$ cat src/rtl/glyph_fetch_sequencer.sv
// rtl/glyph_fetch_sequencer.sv - per-scanline glyph row fetch controller with 2-entry output buffer
module glyph_fetch_sequencer #(
   parameter int SLOTS  = 8,
   parameter int ADDR_W = 10
) (
   input  logic              clk,
   input  logic              rst_n,
   input  logic              slot_we,
   input  logic [2:0]        slot_idx,
   input  logic [3:0]        slot_code,
   input  logic              line_start,
   input  logic [5:0]        glyph_row,
   output logic [3:0]        value_out,
   input  logic [ADDR_W-1:0] point_y,
   input  logic [1:0]        chip_sel,
   output logic              rom_req,
   output logic [ADDR_W-1:0] rom_addr,
   output logic [1:0]        rom_cs,
   input  logic              rom_ack,
   input  logic [7:0]        rom_data,
   output logic              out_valid,
   output logic [7:0]        out_data,
   output logic [2:0]        out_slot,
   input  logic              out_ready,
   output logic              busy,
   output logic              overrun
);

   typedef enum logic [1:0] {S_IDLE, S_LOOKUP, S_REQ, S_PUSH} state_t;

   state_t            r_state;
   logic [3:0]        r_code [0:7];
   logic [2:0]        r_slot;
   logic [5:0]        r_row;
   logic [7:0]        r_data;
   logic              r_req;
   logic [ADDR_W-1:0] r_addr;
   logic [1:0]        r_cs;
   logic              r_busy;
   logic              r_overrun;
   logic [10:0]       r_mem [0:1];
   logic              r_rd_ptr;
   logic              r_wr_ptr;
   logic [1:0]        r_count;

   logic              w_blank;
   logic              w_last;
   logic              w_pop;
   logic              w_push;
   logic [ADDR_W-1:0] w_addr;

   // The pointer table is combinational on value_out, so the code is only presented during LOOKUP
   assign value_out = (r_state == S_LOOKUP) ? r_code[r_slot] : 4'd0;

   // Blank glyph, indicator row outside its 20-row height, or row past the glyph bottom: no ROM access
   assign w_blank = (chip_sel == 2'b00) || (chip_sel[1] && (r_row >= 6'd20)) || (r_row >= 6'd60);
   assign w_last  = (r_slot == 3'(SLOTS - 1));
   assign w_addr  = point_y + ADDR_W'(r_row);

   assign w_pop  = (r_count != 2'd0) && out_ready;
   assign w_push = (r_state == S_PUSH) && ((r_count != 2'd2) || w_pop);

   assign out_valid = (r_count != 2'd0);
   assign out_data  = out_valid ? r_mem[r_rd_ptr][7:0]  : 8'd0;
   assign out_slot  = out_valid ? r_mem[r_rd_ptr][10:8] : 3'd0;

   assign rom_req  = r_req;
   assign rom_addr = r_addr;
   assign rom_cs   = r_cs;
   assign busy     = r_busy;
   assign overrun  = r_overrun;

   // Slot code registers; writes are accepted in every state
   always_ff @(posedge clk or negedge rst_n) begin
      if (!rst_n) begin
         for (int i = 0; i < 8; i++) r_code[i] <= 4'd15;
      end else if (slot_we) begin
         r_code[slot_idx] <= slot_code;
      end
   end

   // Fetch sequencer: walks the slots, issues ROM reads and hands rows to the buffer
   always_ff @(posedge clk or negedge rst_n) begin
      if (!rst_n) begin
         r_state   <= S_IDLE;
         r_slot    <= 3'd0;
         r_row     <= 6'd0;
         r_data    <= 8'd0;
         r_req     <= 1'b0;
         r_addr    <= '0;
         r_cs      <= 2'b00;
         r_busy    <= 1'b0;
         r_overrun <= 1'b0;
      end else begin
         r_overrun <= line_start && (r_state != S_IDLE);
         case (r_state)
            S_IDLE: begin
               if (line_start) begin
                  r_row   <= glyph_row;
                  r_slot  <= 3'd0;
                  r_busy  <= 1'b1;
                  r_state <= S_LOOKUP;
               end
            end
            S_LOOKUP: begin
               if (w_blank) begin
                  r_data  <= 8'h00;
                  r_state <= S_PUSH;
               end else begin
                  r_addr  <= w_addr;
                  r_cs    <= chip_sel;
                  r_req   <= 1'b1;
                  r_state <= S_REQ;
               end
            end
            S_REQ: begin
               if (rom_ack) begin
                  r_data  <= rom_data;
                  r_req   <= 1'b0;
                  r_state <= S_PUSH;
               end
            end
            S_PUSH: begin
               if (w_push) begin
                  if (w_last) begin
                     r_busy  <= 1'b0;
                     r_state <= S_IDLE;
                  end else begin
                     r_slot  <= r_slot + 3'd1;
                     r_state <= S_LOOKUP;
                  end
               end
            end
            default: r_state <= S_IDLE;
         endcase
      end
   end

   // Two-entry FIFO of {slot, bitmap}; a full buffer accepts a push only alongside a pop
   always_ff @(posedge clk or negedge rst_n) begin
      if (!rst_n) begin
         r_mem[0] <= 11'd0;
         r_mem[1] <= 11'd0;
         r_rd_ptr <= 1'b0;
         r_wr_ptr <= 1'b0;
         r_count  <= 2'd0;
      end else begin
         if (w_push) begin
            r_mem[r_wr_ptr] <= {r_slot, r_data};
            r_wr_ptr        <= ~r_wr_ptr;
         end
         if (w_pop) r_rd_ptr <= ~r_rd_ptr;
         r_count <= r_count + {1'b0, w_push} - {1'b0, w_pop};
      end
   end

endmodule

$ cat config.mk
export PLATFORM = sky130hd
export DESIGN_NAME = glyph_fetch_sequencer
export DESIGN_NICKNAME = d
export VERILOG_FILES = /design/src/rtl/glyph_fetch_sequencer.sv
export SDC_FILE = /design/constraint.sdc
export NUM_CORES = 1
export LEC_CHECK = 0
export CAP_MARGIN = 25
export CELL_PAD_IN_SITES_DETAIL_PLACEMENT = 1
export CELL_PAD_IN_SITES_GLOBAL_PLACEMENT = 2
export CORE_ASPECT_RATIO = 0.8
export CORE_MARGIN = 5
export CORE_UTILIZATION = 41
export CTS_BUF_LIST = sky130_fd_sc_hd__clkbuf_4 sky130_fd_sc_hd__clkbuf_8
export DETAILED_ROUTE_END_ITERATION = 10
export PLACE_DENSITY = 0.9
export SLEW_MARGIN = 40
export SYNTH_ARGS = -nofsm -noshare
export SYNTH_HDL_FRONTEND = slang
export SYNTH_SLANG_ARGS = --single-unit
$ cat constraint.sdc
create_clock -name clk -period 2.7 [get_ports clk]
set_clock_uncertainty 0.05 [all_clocks]
set_input_delay 0.27 -clock clk [delete_from_list [all_inputs] [get_ports clk]]
set_output_delay 0.27 -clock clk [all_outputs]
set_load 0.005 [all_outputs]
==> results.json <==
{
  "gr-total-overflow": 0,
  "vias": 3058,
  "min-delay-start": "rom_data[2]",
  "maxSlewHeadroom_pct": 45.9,
  "synth-seq-cells": 92,
  "cts.sinks": 92,
  "cts_tree": "done",
  "dr_wl_met3_um": 341,
  "drt_pass1_iterations": 4,
  "rows": 34,
  "cts-root-buf": "clkbuf_8",
  "floorplan.initialDensity_pct": 42.0,
  "finalInstanceArea_sq_um": 5600,
  "synth_top_family_by_area": "multiplexers",
  "htree_levels": 3,
  "path_class": "flop to output pin",
  "drt_iter0_markers": 108,
  "finalMaxSlewViolations": 0,
  "synth-async-reset-ratio_pct": 100,
  "synth_xor_area_share_pct": 2.31,
  "grt_util_all_layers_pct": 16.8,
  "r2r_slack_ps": 440,
  "post-route-util_pct": 51.6,
  "path_clk_slew_ps": 100,
  "layout.nets": 495,
  "yosys.area_share.simple_pct": 9.70,
  "clockBufferDepth": 2,
  "io_pins": 70,
  "hold_path.class": "input pin to flop",
  "irDropWorstVdd_uv": 354,
  "antenna_found_initial": 0,
  "rsz0062_at_grt": "no",
  "hold_depth": 3,
  "reg2reg_to": "r_data[5]$_DFFE_PN0P_",
  "dp_cells": 573,
  "met2_length_um": 5300,
  "fp.dieW_um": 128,
  "cts_made_buffers": 9,
  "fillCellCount": 1150,
  "drive_above_1_share_pct": 29.8,
  "syn2layout_area_growth_pct": 23.1,
  "grt_pass1_vias": 3431,
  "synth_edf_count": 0,
  "syn_nets": 419,
  "setup_tns_ps": 0,
  "max_freq_mhz": 395,
  "reg2reg_from": "r_state[1]$_DFFE_PN0P_",
  "power_density_nw_per_um2": 1020,
  "status": "finished clean",
  "cp.required_ps": 2380,
  "portBuffers": 69,
  "synthFlopType": "dfrtp_1",
  "design.core.area_sq_um": 10800,
  "reg2reg_depth": 6,
  "hold_viol_final": 0,
  "syn_area_sq_um": 4550,
  "gp_congestion": 0.738,
  "grt_max_degree": 70,
  "drc_errors": 0,
  "routed_wl_um": 10700,
  "avgRoutedWirePerCell_um": 18.2,
  "ys_warn_count": 0,
  "power.leakage_uw": 0.00246,
  "yosysUniqueCellTypes": 43,
  "hpwl_um": 7890,
  "die_h_um": 104,
  "worstSetupEndpointType": "output pin",
  "dieArea_sq_um": 13300,
  "synth.avg_cell_area_sq_um": 12.5,
  "detail_route.vias_per_cell": 5.18,
  "top_layer": "met4",
  "wl_met1_um": 4880,
  "finalCritPeriodShare_pct": 93.7,
  "start_kind": "flop",
  "antenna_cells": 0,
  "synthCells": 365,
  "arrival_ps": 2210,
  "post-cts-setup-buffers": 0,
  "setup_viol": 0,
  "p_total_uw": 5730,
  "worst_pin_slew_ps": 789,
  "placed_area_sq_um": 5410,
  "grt_pass1_wl_um": 17800,
  "final_cells": 590,
  "finalCriticalPeriod_ps": 2530,
  "multi_input_area_sq_um": 2110,
  "synthMuxAreaShare_pct": 23.8,
  "synth_seq_area_share_pct": 51.5,
  "synth_compound_area_share_pct": 6.16,
  "synthAdderAreaFrac_pct": 4.29,
  "ant_nets": 0,
  "clock_latency_ps": 360,
  "maxCapViolCount": 0,
  "path_max_fanout": 13,
  "seqCellArea_sq_um": 2340,
  "holdPathEnd": "r_data[2]$_DFFE_PN0P_"
}
[Yosys cell counts (3+ instances only)]
master	n	area (sq um)
dfrtp_1	60	1500
clkbuf_1	4	15.0
nor2_1	18	67.6
o21a_1	3	22.5
dfstp_2	32	841
ha_1	14	175
nor2b_1	10	62.6
xor2_1	7	61.3
buf_2	5	25.0
inv_1	10	37.5
o21ai_0	22	110
mux4_2	6	135
mux2i_1	22	220
mux2_2	60	676
nand2_1	40	150
nand3_1	9	45.0
nand4b_1	3	26.3
xnor2_1	5	43.8
a21oi_1	5	25.0
[placed cells by master (no fill, tap or decap), drive strengths merged, types with 5 or more instances in the layout]
cell type,Yosys,layout
inv,10,12
nor2,19,19
clkdlybuf4s50,0,68
nand2,40,40
xor2,7,7
mux2i,22,22
clkbuf,4,11
nor2b,10,10
buf,8,8
mux4,8,8
dfstp,32,32
dfrtp,60,60
a21oi,5,5
o21ai,22,22
ha,14,14
nand3,9,9
mux2,60,60
xnor2,5,5
[state kept, by name, summed over array words and instances (netlist names), 2 cells and up]
signal,cells
r_row,6
r_code,32
r_slot,3
r_data,8
r_mem,22
rom_cs,2
r_count,2
rom_addr,10
r_state,2
[worst max-delay path, cell delays in order, from the launching register on]
cell             delay (ps)
dfrtp_2                 600
mux4_2                  570
mux2i_1                 150
nor2b_1                  80
clkdlybuf4s50_1         440
[where the power goes]
part	switching, uW	internal [uW]	leakage, uW
clock	493	375	0.0000937
sequential	420	1960	0.00110
combinational	1120	1360	0.00127
[worst max-delay path by stage]
stage / from / to / slack (ps)
after floorplan: r_state[0]$_DFFE_PN0P_ / r_count[1]$_DFF_PN0_ / 1010
after global placement: r_slot[0]$_DFFE_PN0P_ / value_out[2] / 360
after detailed placement: r_slot[0]$_DFFE_PN0P_ / value_out[0] / 330
after CTS: r_slot[0]$_DFFE_PN0P_ / value_out[0] / 130
after global routing: r_slot[0]$_DFFE_PN0P_ / value_out[2] / 3
final: r_slot[0]$_DFFE_PN0P_ / value_out[1] / 170
[cell type report]
type / count / share of cell area (%)
Clock buffer: 11 / 2.59
Tap cell: 144 / 3.22
Timing Repair Buffer: 77 / 13.5
Sequential cell: 92 / 41.8
Inverter: 10 / 0.670
Clock inverter: 5 / 0.648
Multi-Input combinational cell: 251 / 37.6
[cell families (layout without fill, tap and decap cells)]
logic type / count (synthesis) / in the layout
buffers and inverters: 22 / 103
and+or+nand+nor: 90 / 90
muxes: 90 / 90
xor gates and xnor gates: 12 / 12
DFF: 92 / 92
adders and majority gates: 15 / 15
AOI/OAI and AO/OA: 44 / 44
[what timing repair did]
action,CTS,global route
hold buffers,1,0
endpoints found under the setup margin,4,0
endpoints found under the hold margin,60,0
resized for setup,1,0
[per-layer routing]
layer	vias to the layer above	global-route usage (%)
li1	1444	-
met4	0	5.23
met2	52	28.2
met1	1545	21.7
met3	17	3.44
met5	-	0
[metrics by stage]
step / hold slack [ps] / worst slack, ps
6_report: 402 / 171
5_1_grt: 409 / 2.97
4_1_cts: 387 / 125
3_5_place_dp: 276 / 327
3_3_place_gp: 385 / 359
2_1_floorplan: -75.6 / 1010
No activity file was read; power rests on OpenSTA's default activity.
